[config.mk]
export PLATFORM = sky130hd
export DESIGN_NAME = mining_scheduler
export DESIGN_NICKNAME = d
export VERILOG_FILES = /design/src/rtl/mining_scheduler.sv
export SDC_FILE = /design/constraint.sdc
export NUM_CORES = 1
export LEC_CHECK = 0
export ABC_AREA = 1
export CORE_ASPECT_RATIO = 0.8
export CORE_MARGIN = 5
export CORE_UTILIZATION = 49
export DETAILED_ROUTE_END_ITERATION = 16
export PLACE_DENSITY = 0.92
export SETUP_SLACK_MARGIN = 0.4
export SYNTH_ARGS = -nofsm -noshare
export SYNTH_HDL_FRONTEND = slang
export SYNTH_SLANG_ARGS = --single-unit
[constraint.sdc]
create_clock -name clk -period 3.5 [get_ports clk]
set_input_delay 0.7 -clock clk [delete_from_list [all_inputs] [get_ports clk]]
set_output_delay 0.7 -clock clk [all_outputs]
set_load 0.02 [all_outputs]
[src/rtl/mining_scheduler.sv]
// Job sequencer for the core array: 1-entry job buffer, newblock + broadcast beats,
// decoder verdict / timeout / abort resolution, and a held result on a valid/ready port.
module mining_scheduler #(
    parameter int NUM_CORES     = 10,
    parameter int BROADCAST_CNT = 100,
    parameter int ID_W          = 8,
    parameter int DRAIN_TIMEOUT = 64
) (
    input  logic            clk,
    input  logic            rst,
    input  logic            job_valid_i,
    input  logic [ID_W-1:0] job_id_i,
    output logic            job_ready_o,
    input  logic            abort_i,
    input  logic            hold_i,
    output logic            newblock_o,
    output logic            valid_o,
    input  logic            dec_valid_i,
    input  logic            dec_success_i,
    input  logic [31:0]     dec_nonce_i,
    output logic            res_valid_o,
    input  logic            res_ready_i,
    output logic [ID_W-1:0] res_id_o,
    output logic            res_success_o,
    output logic [31:0]     res_nonce_o,
    output logic            res_timeout_o,
    output logic            res_abort_o,
    output logic            busy_o
);
    localparam int BEAT_W = $clog2(BROADCAST_CNT + 1);
    localparam int TMO_W  = $clog2(DRAIN_TIMEOUT + 1);
    localparam logic [BEAT_W-1:0] BEAT_LAST = BEAT_W'(BROADCAST_CNT - 1);
    localparam logic [TMO_W-1:0]  TMO_LAST  = TMO_W'(DRAIN_TIMEOUT - 1);

    localparam logic [2:0] S_IDLE   = 3'd0;
    localparam logic [2:0] S_LOAD   = 3'd1;
    localparam logic [2:0] S_RUN    = 3'd2;
    localparam logic [2:0] S_DRAIN  = 3'd3;
    localparam logic [2:0] S_RESULT = 3'd4;

    if (NUM_CORES < 1) begin : g_chk_cores
        $error("NUM_CORES must be >= 1");
    end
    if (DRAIN_TIMEOUT < 1) begin : g_chk_tmo
        $error("DRAIN_TIMEOUT must be >= 1");
    end

    logic [2:0]        state_q, state_d;
    logic              pend_full_q, pend_full_d;
    logic [ID_W-1:0]   pend_id_q, pend_id_d;
    logic [ID_W-1:0]   active_q, active_d;
    logic [BEAT_W-1:0] beat_q, beat_d;
    logic [TMO_W-1:0]  tmo_q, tmo_d;
    logic              res_succ_q, res_tmo_q, res_abort_q;
    logic [31:0]       res_nonce_q;

    logic accept, take, beat_issue;
    logic fin, fin_succ, fin_tmo, fin_abort;

    assign accept     = job_valid_i && !pend_full_q;
    assign beat_issue = (state_q == S_RUN) && !hold_i;

    assign job_ready_o   = !pend_full_q;
    assign newblock_o    = (state_q == S_LOAD);
    assign valid_o       = (state_q == S_LOAD) || beat_issue;
    assign busy_o        = (state_q != S_IDLE);
    assign res_valid_o   = (state_q == S_RESULT);
    assign res_id_o      = active_q;
    assign res_success_o = res_succ_q;
    assign res_nonce_o   = res_nonce_q;
    assign res_timeout_o = res_tmo_q;
    assign res_abort_o   = res_abort_q;

    always_comb begin
        state_d   = state_q;
        beat_d    = beat_q;
        tmo_d     = tmo_q;
        take      = 1'b0;
        fin       = 1'b0;
        fin_succ  = 1'b0;
        fin_tmo   = 1'b0;
        fin_abort = 1'b0;
        case (state_q)
            S_IDLE: begin
                if (pend_full_q) begin
                    take    = 1'b1;
                    state_d = S_LOAD;
                end
            end
            S_LOAD: begin
                beat_d  = '0;
                tmo_d   = '0;
                state_d = S_RUN;
            end
            S_RUN: begin
                if (beat_issue) begin
                    beat_d = beat_q + BEAT_W'(1);
                    if (beat_q == BEAT_LAST) state_d = S_DRAIN;
                end
            end
            S_DRAIN: tmo_d = tmo_q + TMO_W'(1);
            S_RESULT: begin
                if (res_ready_i) begin
                    take    = pend_full_q;
                    state_d = pend_full_q ? S_LOAD : S_IDLE;
                end
            end
            default: state_d = S_IDLE;
        endcase

        // Abort beats a same-cycle verdict; a verdict beats the last timeout cycle.
        if (state_q inside {S_LOAD, S_RUN, S_DRAIN}) begin
            if (abort_i) begin
                fin       = 1'b1;
                fin_abort = 1'b1;
            end else if (dec_valid_i) begin
                fin      = 1'b1;
                fin_succ = dec_success_i;
            end else if (state_q == S_DRAIN && tmo_q == TMO_LAST) begin
                fin     = 1'b1;
                fin_tmo = 1'b1;
            end
        end
        if (fin) state_d = S_RESULT;
    end

    always_comb begin
        pend_full_d = pend_full_q;
        pend_id_d   = pend_id_q;
        active_d    = active_q;
        if (accept) begin
            pend_full_d = 1'b1;
            pend_id_d   = job_id_i;
        end else if (take) begin
            pend_full_d = 1'b0;
        end
        if (take) active_d = pend_id_q;
    end

    always_ff @(posedge clk) begin
        if (!rst) begin
            state_q     <= S_IDLE;
            pend_full_q <= 1'b0;
            pend_id_q   <= '0;
            active_q    <= '0;
            beat_q      <= '0;
            tmo_q       <= '0;
            res_succ_q  <= 1'b0;
            res_tmo_q   <= 1'b0;
            res_abort_q <= 1'b0;
            res_nonce_q <= '0;
        end else begin
            state_q     <= state_d;
            pend_full_q <= pend_full_d;
            pend_id_q   <= pend_id_d;
            active_q    <= active_d;
            beat_q      <= beat_d;
            tmo_q       <= tmo_d;
            if (fin) begin
                res_succ_q  <= fin_succ;
                res_tmo_q   <= fin_tmo;
                res_abort_q <= fin_abort;
                res_nonce_q <= fin_succ ? dec_nonce_i : 32'd0;
            end
        end
    end
endmodule

Word-level counts from Yosys, hierarchy flattened
Index checks and enable logic that the tools add are counted.

word-level totals
  ROM bits = 0
  word-level logic and storage cells = 74
  memories kept = 0
  register bits after elaboration = 69
  bits in latches = 0
  memory bits (writable) = 0
  bits of input ports = 48

operators by class
  add/subtract/negate cells = 2
  reduce and logical (&&, ||, !) cells = 16
  mux-type cells = 28
  shift-type cells = 0
  bitwise operators = 2
  $lt $le $gt $ge = 0
  divide/modulo/power cells = 0
  equality and inequality tests = 15
  multiply operators = 0

operators with widths
  operator                                               count
  two-way mux 32 bit                                     1
  case mux 7 bit (2 select lines)                        2
  two-way mux 1 bit                                      17
  two-way mux 3 bit                                      5
  case mux 3 bit (5 select lines)                        1
  adder 7 x 1 -> 7 bit, second input constant            2
  AND reduction 5 bit                                    2
  inequality test 3 bit, second input constant           3
  inequality test 2 bit, second input constant           4
  equality test 7 x 6 -> 1 bit, second input constant    1
  equality test 7 bit, second input constant             1
  two-way mux 7 bit                                      1
  equality test 3 x 2 -> 1 bit, second input constant    2
  nonzero test 2 bit                                     3
  nonzero test 3 bit                                     2
  equality test 3 x 1 -> 1 bit, second input constant    1
  equality test 3 bit, second input constant             1
  logical AND 1 bit                                      3
  logical NOT 3 bit                                      1
  inequality test 3 x 1 -> 1 bit, second input constant  1
  logical NOT 1 bit                                      2
  inequality test 2 x 1 -> 1 bit, second input constant  1
  NOT 1 bit                                              2
  case mux 1 bit (2 select lines)                        1
  3 further kinds                                        3

Longest topological paths before layout
Gate-level depths: netlist of run 1.

  depth in word-level cells = 8
  mapped depth = 10

Least setup slack after synthesis of run 1
OpenSTA, ideal clock, no wires.

  path type = in2out
  from = in hold_i
  to = out valid_o
  setup slack = 1,759 ps
  buffers on the path = 0
  stages = 3
  arrival = 1,041 ps
  cell sequence = inv_1 > nand3_1 > nand2_2

on the way
  longest elaborated chain between the ends = 3

RTL lines
  what                RTL line  text
  start: declaration  15        input logic hold_i,
  logical NOT 1 bit   61        assign beat_issue = (state_q == S_RUN) && !hold_i;
  logical AND 1 bit   61
  logical OR 1 bit    65        assign valid_o = (state_q == S_LOAD) || beat_issue;
  end: declaration    17        output logic valid_o,

No other way between the ends.

Final worst setup path of run 1
  from = reg state_q[0]
  to = out valid_o

on the way
  longest elaborated chain between the ends = 3
  elaborated cells between the ends (all ways) = 4

RTL lines
  what                          RTL line  text
  start: declaration            48        logic [2:0] state_q, state_d;
  start signal: assignment      153       state_q <= state_d;
  equality test 3 x 2 -> 1 bit  61
  logical AND 1 bit             61
  logical OR 1 bit (*)          65

Every way passes the cells marked *; elsewhere a longest branch is shown, timed or not.

==> impl_metrics.yaml, run 1 <==
cells_and_area:
  final_area_mm2: 0.004043
  syn2layout_area_growth_pct: 42.33
  post-route-util_pct: 73.17
  drive_gt1_share_pct: 6.596
  diodes: 0
  nets: 515
yosys:
  synth_area_leaders: "dfxtp_1 49%, nand2_1 9.4%, nand3_1 8.6%"
  ys_types: 27
  synth_nets: 425
  synth-seq-cells: 69
  synth_flop_cell: "dfxtp_1"
  async_flop_share_pct: 0
  yosysSeqAreaShare_pct: 48.63
  ys_warn_count: 0
  syn_inst: 375
  synth_top_area_share_pct: 48.63
  synth_area_per_cell_um2: 7.574
  synth_edf_count: 0
  yosys.area.top_type: "dfxtp_1"
  syn_area_mm2: 0.002840
critical_path:
  crit_required_ns: 2.80
  worstPathArrival_ns: 2.14
  rr_worst_depth: 7
  cp_max_fo: 10
  r2r-start: "state_q[1]$_SDFFE_PP0P_"
  r2r_end: "res_nonce_o[16]$_SDFFE_PN0P_"
  worst_setup_path_end_kind: "primary output"
  rrSetupSlack_ns: 1.46
  startpoint: "state_q[0]$_SDFFE_PP0P_"
  start_kind: "register"
  path_class: "reg -> out"
route:
  drc_errors: 0
  drt_wl_total_um: 7991
  drtIter0Drc: 219
  first_pass_iters: 5
  drt-vias-per-instance: 5.359
  ant_nets: 0
  routedWlPerCell_um: 14.58
  vias: 2937
placement:
  gp_congestion: 0.8954
  place_hpwl_um: 5647
  portBuffers: 95
  placed_cell_area_mm2: 0.003832
  place_ws_ns: 0.7133
clocking:
  cts_resized: 0
  cts_buffers: 9
  cts_tree: "built"
  post_cts_buffers: 0
  postCtsHoldBufs: 0
  clkTransAtPathRegs_ns: 0.07
  clock_path_buffers: 2
  htreeDepth: 3
  clock-sinks: 69
  root_buffer: "clkbuf_8"
  worstSkewPairLatency_ns: 0.35
global_routing:
  grt_pass1_wl_um: 13190
  grt_max_degree: 43
  grt.overflow.total: 0
  antenna_found_initial: 0
  grt_pass1_vias: 2856
  track_usage_pct: 22.27
timing:
  hold_violations: 0
  tightest_slew_ns: 0.6477
  rsz0062_at_grt: "no"
  maxSlewViolCount: 0
  fin_skew_ns: 0.008736
  clock.fmax_ghz: 0.3517
  fin_ws_ns: 0.6563
  fin_crit_ns: 2.844
  final.period_utilization_pct: 81.25
  setup_tns_ns: 0
  relSlewSlack_pct: 56.71
  setup_viol: 0
min_path:
  hold_path.class: "reg -> reg"
  holdPathEnd: "res_id_o[3]$_SDFFE_PN0P_"
  hold_path.startpoint: "res_id_o[3]$_SDFFE_PN0P_"
  hold_path_depth: 2
power_and_ir_drop:
  power.total_mw: 2.263
  power.density_mw_per_mm2: 559.8
  total_leakage_power_nw: 1.671
  max-vdd-ir-drop_uv: 355.4
floorplan:
  die_w_um: 95.12
  rows: 24
  core_area_mm2: 0.005525
  die-area_mm2: 0.007428
  start_util_pct: 51.40
  num_io_pins: 96
  fp.dieH_um: 78.10
job:
  drv_cap: 0
run_status:
  outcome: "complete, no violations"
## sequential cells by signal (all words and copies together) (netlist names)
register,cells
tmo_q,7
res_timeout_o,1
state_q,3
beat_q,7
pend_id_q,8
pend_full_q,1
res_abort_o,1
res_nonce_o,32
res_success_o,1
res_id_o,8
## logic make-up after synthesis
kind of cell	Yosys count	share of synthesized area [%]
compound gates	44	8.326
simple gates	206	34.14
flops	69	48.63
buf+inv	54	8.018
fa+ha+maj	2	0.8809
## worst max path at each step
stage	to	depth (start not counted)
2_1_floorplan	valid_o	3
3_3_place_gp	valid_o	5
3_5_place_dp	valid_o	5
4_1_cts	valid_o	5
5_1_grt	valid_o	5
6_report	valid_o	5
## final cells by class
cell class	count	area (µm²)
clock buffer	11	151.4
fill	426	1483
multi-input combinational	252	1234
sequential	69	1381
timing repair buffer	100	996.0
tap	78	97.59
clock inverter	5	58.81
inverter	33	123.9
## synth_stat cells (3+ instances only)
library cell / count
nor3_1: 6
clkbuf_1: 13
nand4_1: 35
buf_1: 3
nand3_1: 49
buf_6: 3
nor2_1: 34
inv_1: 32
nand2_1: 71
o21ai_0: 19
a21oi_1: 20
dfxtp_1: 69
## where the power goes
part | total, mW | internal [mW] | switching (mW)
clock network | 0.670 | 0.368 | 0.302
registers | 0.907 | 0.855 | 0.0519
logic | 0.687 | 0.263 | 0.424
total | 2.26 | 1.49 | 0.778
## cells in the final DEF, fill, tap and decap left out, types with 3 or more instances in the layout
master	instances
inv_1	32
nor2_2	3
clkbuf_8	11
nand4_1	35
clkdlybuf4s50_1	94
buf_4	4
o21ai_0	19
nor2_1	33
nand3_1	49
dfxtp_1	69
a21oi_1	20
nor3_1	6
nand2_1	71
## critical path, stage by stage (launching register included)
cell	delay [ns]
dfxtp_1	0.43
inv_1	0.09
nor2_1	0.25
nand2_1	0.19
nand2_2	0.20
clkdlybuf4s50_1	0.64
## through the flow
stage / instances / hold WS [ns]
after floorplan: 375 / 0.4567
after global placement: 532 / 0.4356
after detailed placement: 532 / 0.4358
after CTS: 548 / 0.4472
after global routing: 548 / 0.4669
final: 548 / 0.4447
## per-layer routing
| layer | share of wire (%) | track usage (%) | up-vias |
|---|---|---|---|
| met5 | 0 | 0 | - |
| met4 | 3.1 | 9.222 | 0 |
| met3 | 6.4 | 5.736 | 26 |
| met2 | 53 | 40.95 | 124 |
| met1 | 37 | 23.96 | 1339 |
| li1 | - | - | 1448 |
Power figures use the tool's default switching activity.
==> run 2, diff against run 1 <==
Settings changed: CORE_UTILIZATION 49 to 41, PLACE_DENSITY 0.92 to 0.83.
Clock period 3.5 ns to 2.55 ns, I/O delays scaled along.
==> impl_metrics.yaml, run 2 (synthesized netlist as in run 1, its figures left out) <==
clocking:
  cts_tree: "built"
  clock-sinks: 69
  htreeDepth: 3
  clock_path_buffers: 2
  clkTransAtPathRegs_ns: 0.08
  postCtsHoldBufs: 0
  root_buffer: "clkbuf_8"
  worstSkewPairLatency_ns: 0.33
  post_cts_buffers: 0
  cts_buffers: 9
global_routing:
  antenna_found_initial: 0
  grt_pass1_wl_um: 12510
  track_usage_pct: 17.57
  grt_max_degree: 71
  grt.overflow.total: 0
  grt_pass1_vias: 2639
critical_path:
  crit_required_ns: 2.04
  path_class: "reg -> out"
  worst_setup_path_end_kind: "primary output"
  worstPathArrival_ns: 1.55
  start_kind: "register"
  cp_max_fo: 5
route:
  first_pass_iters: 6
  ant_nets: 0
  drtIter0Drc: 131
  drt_wl_total_um: 7386
  drt-vias-per-instance: 4.995
  vias: 2792
  drc_errors: 0
  routedWlPerCell_um: 13.21
cells_and_area:
  multi_input_area_mm2: 0.001241
  diodes: 0
  syn2layout_area_growth_pct: 43.66
  largest_reg_flops: 32
  regArea_mm2: 0.001385
  mostFrequentLayoutCells: "91 x clkdlybuf4s50_1, 71 x nand2_1, 66 x dfxtp_1"
  drive_gt1_share_pct: 7.627
  stdcell_count: 559
  final_common_cell: "clkdlybuf4s50_1"
  nets: 517
  num-fill-cells: 612
timing:
  setup_tns_ns: 0
  maxSlewViolCount: 0
  hold_violations: 0
  fin_crit_ns: 2.063
  final.period_utilization_pct: 80.90
  relSlewSlack_pct: 58.85
  fin_skew_ns: 0.01088
  tightest_slew_ns: 0.6154
  rsz0062_at_grt: "yes"
  setup_viol: 0
  clock.fmax_ghz: 0.4847
job:
  drv_cap: 0
placement:
  gp_congestion: 0.8359
  place_hpwl_um: 5283
  post-place-cells: 543
  portBuffers: 95
floorplan:
  start_util_pct: 41.62
  fp.dieH_um: 84.45
  die-area_mm2: 0.008702
  rows: 27
  core_area_mm2: 0.006824
  num_io_pins: 96
  die_w_um: 103.1
power_and_ir_drop:
  power.density_mw_per_mm2: 773.7
  total_leakage_power_nw: 1.699
  max-vdd-ir-drop_uv: 394.3
run_status:
  outcome: "complete, no violations"
min_path:
  hold_path.class: "reg -> reg"
run 2: cell types whose count changed in the layout (fill, tap and decap cells not counted), moves of 2 or more:
cell / change
clkdlybuf4s50_1: -3
dfxtp_1: -3
dfxtp_2: +3
dlygate4sd2_1: +3
buf_4: +2
clkbuf_8: -2
run 2: critical path, stage by stage (launching register included):
cell and delay (ns):
dfxtp_2 0.40, inv_1 0.09, nor2_2 0.14, nand2_1 0.14, nand2_2 0.11, dlygate4sd2_1 0.35
run 2: per-stage QoR:
step	power, mW	cell area (µm²)	util [%]	worst slack (ns)	hold WS (ns)
global route	3.338	4080	59.79	0.3668	0.4799
floorplan	1.842	2840	-	1.085	0.4567
CTS	3.170	4069	59.63	0.3479	0.4497
finish	3.157	4080	59.79	0.4870	0.4500
global placement	2.201	3859	56.55	0.2693	0.4376
detailed placement	2.217	3859	56.55	0.2559	0.4378
run 2: worst paths after layout:
| kind | slack (ns) | cells after the start | start | to |
|---|---|---|---|---|
| min reg2reg | 0.45 | 2 | res_id_o[2]$_SDFFE_PN0P_ | res_id_o[2]$_SDFFE_PN0P_ |
| max reg2reg | 0.99 | 9 | tmo_q[1]$_SDFFE_PN0P_ | res_nonce_o[14]$_SDFFE_PN0P_ |
| max | 0.49 | 5 | state_q[0]$_SDFFE_PP0P_ | valid_o |
| min | 0.45 | 2 | res_id_o[2]$_SDFFE_PN0P_ | res_id_o[2]$_SDFFE_PN0P_ |
run 2: metal layers:
| layer | up-vias | GRT usage [%] | part of all wire [%] |
|---|---|---|---|
| met4 | 0 | 5.882 | 1.6 |
| met3 | 11 | 3.821 | 4.5 |
| met2 | 68 | 28.31 | 49 |
| li1 | 1449 | - | - |
| met1 | 1264 | 23.18 | 45 |
| met5 | - | 0 | 0 |
run 2: cell type report:
type / instances / area share (%)
flip-flops and latches: 69 / 33.95
multi-input cells: 252 / 30.42
repair buffers: 102 / 24.69
clock buffers: 10 / 3.128
inverters: 33 / 3.036
well taps: 87 / 2.668
clock inverters: 6 / 2.116
run 2: power breakdown:
| part | internal [mW] | switching, mW |
|---|---|---|
| registers | 1.18 | 0.0784 |
| logic | 0.358 | 0.584 |
| clock network | 0.551 | 0.408 |
run 2: timing repair:
| item | CTS | global route |
|---|---|---|
| resized for setup | 3 | 5 |
| hold endpoints to repair | 0 | 0 |
| gates cloned | 0 | 0 |
| endpoints found under the setup margin | 4 | 3 |
==> run 3, diff against run 2 <==
Settings changed: CORE_UTILIZATION 41 to 45, PLACE_DENSITY 0.83 to 0.86.
Clock period 2.55 ns to 1.99 ns, I/O delays scaled along.
==> impl_metrics.yaml, run 3 (synthesized netlist as in run 1, its figures left out) <==
floorplan:
  core_area_mm2: 0.006006
  rows: 25
  start_util_pct: 47.29
  num_io_pins: 96
  die_w_um: 98.82
  fp.dieH_um: 81.06
  die-area_mm2: 0.008010
placement:
  post-place-cells: 539
  place_hpwl_um: 5404
  placed_cell_area_mm2: 0.003891
  gp_congestion: 0.8529
  portBuffers: 95
cells_and_area:
  nets: 525
  syn2layout_area_growth_pct: 44.49
  final_area_mm2: 0.004104
  diodes: 0
  final_common_cell: "nand2_1"
  stdcell_count: 560
  drive_gt1_share_pct: 12.32
  num-fill-cells: 497
  mostFrequentLayoutCells: "68 x nand2_1, 63 x dfxtp_1, 49 x nand3_1"
  largest_reg_flops: 32
timing:
  maxSlewViolCount: 0
  rsz0062_at_grt: "yes"
  final.period_utilization_pct: 83.71
  fin_crit_ns: 1.666
  relSlewSlack_pct: 75.59
  hold_violations: 0
  tightest_slew_ns: 0.3662
  fin_skew_ns: 0.01142
  clock.fmax_ghz: 0.6003
  setup_viol: 0
route:
  drtIter0Drc: 166
  drt-vias-per-instance: 5.259
  ant_nets: 0
  drc_errors: 0
  first_pass_iters: 5
  drt_wl_total_um: 8038
  vias: 2945
  routedWlPerCell_um: 14.35
power_and_ir_drop:
  power.density_mw_per_mm2: 958.2
  intPower_mw: 2.485
  max-vdd-ir-drop_uv: 705.2
  p_comb_share_pct: 34.4
  power_frac_clock_pct: 24.6
  power.total_mw: 3.932
  total_leakage_power_nw: 1.923
  power.share.sequential_pct: 41.0
  switching_share_pct: 36.80
  p_sw_mw: 1.447
clocking:
  root_buffer: "clkbuf_8"
  htreeDepth: 3
  clkTransAtPathRegs_ns: 0.07
  cts_buffers: 9
  clock-sinks: 69
  postCtsHoldBufs: 0
  clock_path_buffers: 2
  cts_tree: "built"
  worstSkewPairLatency_ns: 0.34
global_routing:
  grt_pass1_vias: 2824
  grt_max_degree: 71
  antenna_found_initial: 0
  grt_pass1_wl_um: 12650
  grt.overflow.total: 0
  track_usage_pct: 19.49
critical_path:
  r2r-start: "tmo_q[0]$_SDFFE_PN0P_"
  crit_required_ns: 1.59
  cp_slowest_cell: "dfxtp_4"
  worst_setup_path_end_kind: "primary output"
  cp_max_fo: 5
  path_class: "reg -> out"
  crit_chain: "nor2_2, nand3_1, nand2_2, buf_2"
  worstPathArrival_ns: 1.27
  max_stage_delay_ns: 0.37
  r2r_end: "res_nonce_o[14]$_SDFFE_PN0P_"
  path_buf_inv: 1
  rrSetupSlack_ns: 0.50
  rr_worst_depth: 9
  start_kind: "register"
  crit_family: "simple AND/OR/NAND/NOR gates"
min_path:
  hold_path.startpoint: "res_id_o[5]$_SDFFE_PN0P_"
  holdPathEnd: "res_id_o[5]$_SDFFE_PN0P_"
  hold_path_depth: 2
  hold_path.class: "reg -> reg"
job:
  drv_cap: 0
run_status:
  outcome: "complete, no violations"
[run 3: changes by cell type in the layout (fill, tap and decap cells not counted), sizes merged]
| cell | previous run | this run |
|---|---|---|
| buf | 8 | 19 |
| bufinv | 2 | 0 |
| clkdlybuf4s50 | 91 | 46 |
| clkinv | 2 | 3 |
| clkinvlp | 1 | 3 |
| dlygate4sd2 | 3 | 44 |
| inv | 34 | 33 |
[run 3: worst register-to-register path, cell delays in order, from the launching register on]
cell       delay [ns]
dfxtp_2          0.35
ha_1             0.17
nand3_1          0.09
nor2_2           0.16
nand3_2          0.11
nand2_2          0.10
nand2_4          0.08
clkbuf_16        0.19
nand3_1          0.07
nand2_1          0.06
[run 3: what timing repair did]
item,4_1_cts,5_1_grt
setup buffers,2,3
resized for setup,70,17
setup endpoints to repair,83,39
pin swaps,1,3
cloned,0,1
[run 3: area by class of cell]
type	count	area (µm²)	share of cell area, %
inverters	33	126.4	3.079
well taps	81	101.3	2.470
multi-input cells	252	1266	30.85
clock inverters	6	41.29	1.006
flip-flops and latches	69	1394	33.96
repair buffers	110	1051	25.61
clock buffers	9	123.9	3.018
[run 3: layer usage]
layer	vias to the layer above	wire (µm)	global-route usage, %
met5	-	0	0
met3	17	509	7.296
li1	1466	-	-
met2	91	4060	34.18
met1	1371	3283	21.77
met4	0	185	7.231
[run 3: power groups by stage]
stage	Sequential [mW]	Clock [mW]	Combinational [mW]
after detailed placement	1.63	0	1.27
after global placement	1.62	0	1.25
after floorplan	1.70	0	0.657
after global routing	1.63	1.06	1.47
after CTS	1.60	0.994	1.23
final	1.61	0.966	1.35
[run 3: worst max-delay path by stage]
stage	startpoint	to	depth (start not counted)
3_3_place_gp	hold_i	valid_o	5
4_1_cts	state_q[0]$_SDFFE_PP0P_	valid_o	4
5_1_grt	state_q[0]$_SDFFE_PP0P_	newblock_o	6
2_1_floorplan	tmo_q[1]$_SDFFE_PN0P_	res_nonce_o[26]$_SDFFE_PN0P_	10
3_5_place_dp	hold_i	valid_o	5
6_report	state_q[0]$_SDFFE_PP0P_	valid_o	4
[run 3: per-stage QoR]
step	util [%]	hold WS (ns)	TNS, ns	setup WS, ns
floorplan	-	0.4567	0	0.6015
global placement	64.79	0.4341	-0.06020	-0.06020
detailed placement	64.79	0.4366	-0.09323	-0.09323
CTS	66.98	0.4458	0	0.2334
global route	68.33	0.4613	0	0.2744
finish	68.33	0.4407	0	0.3242
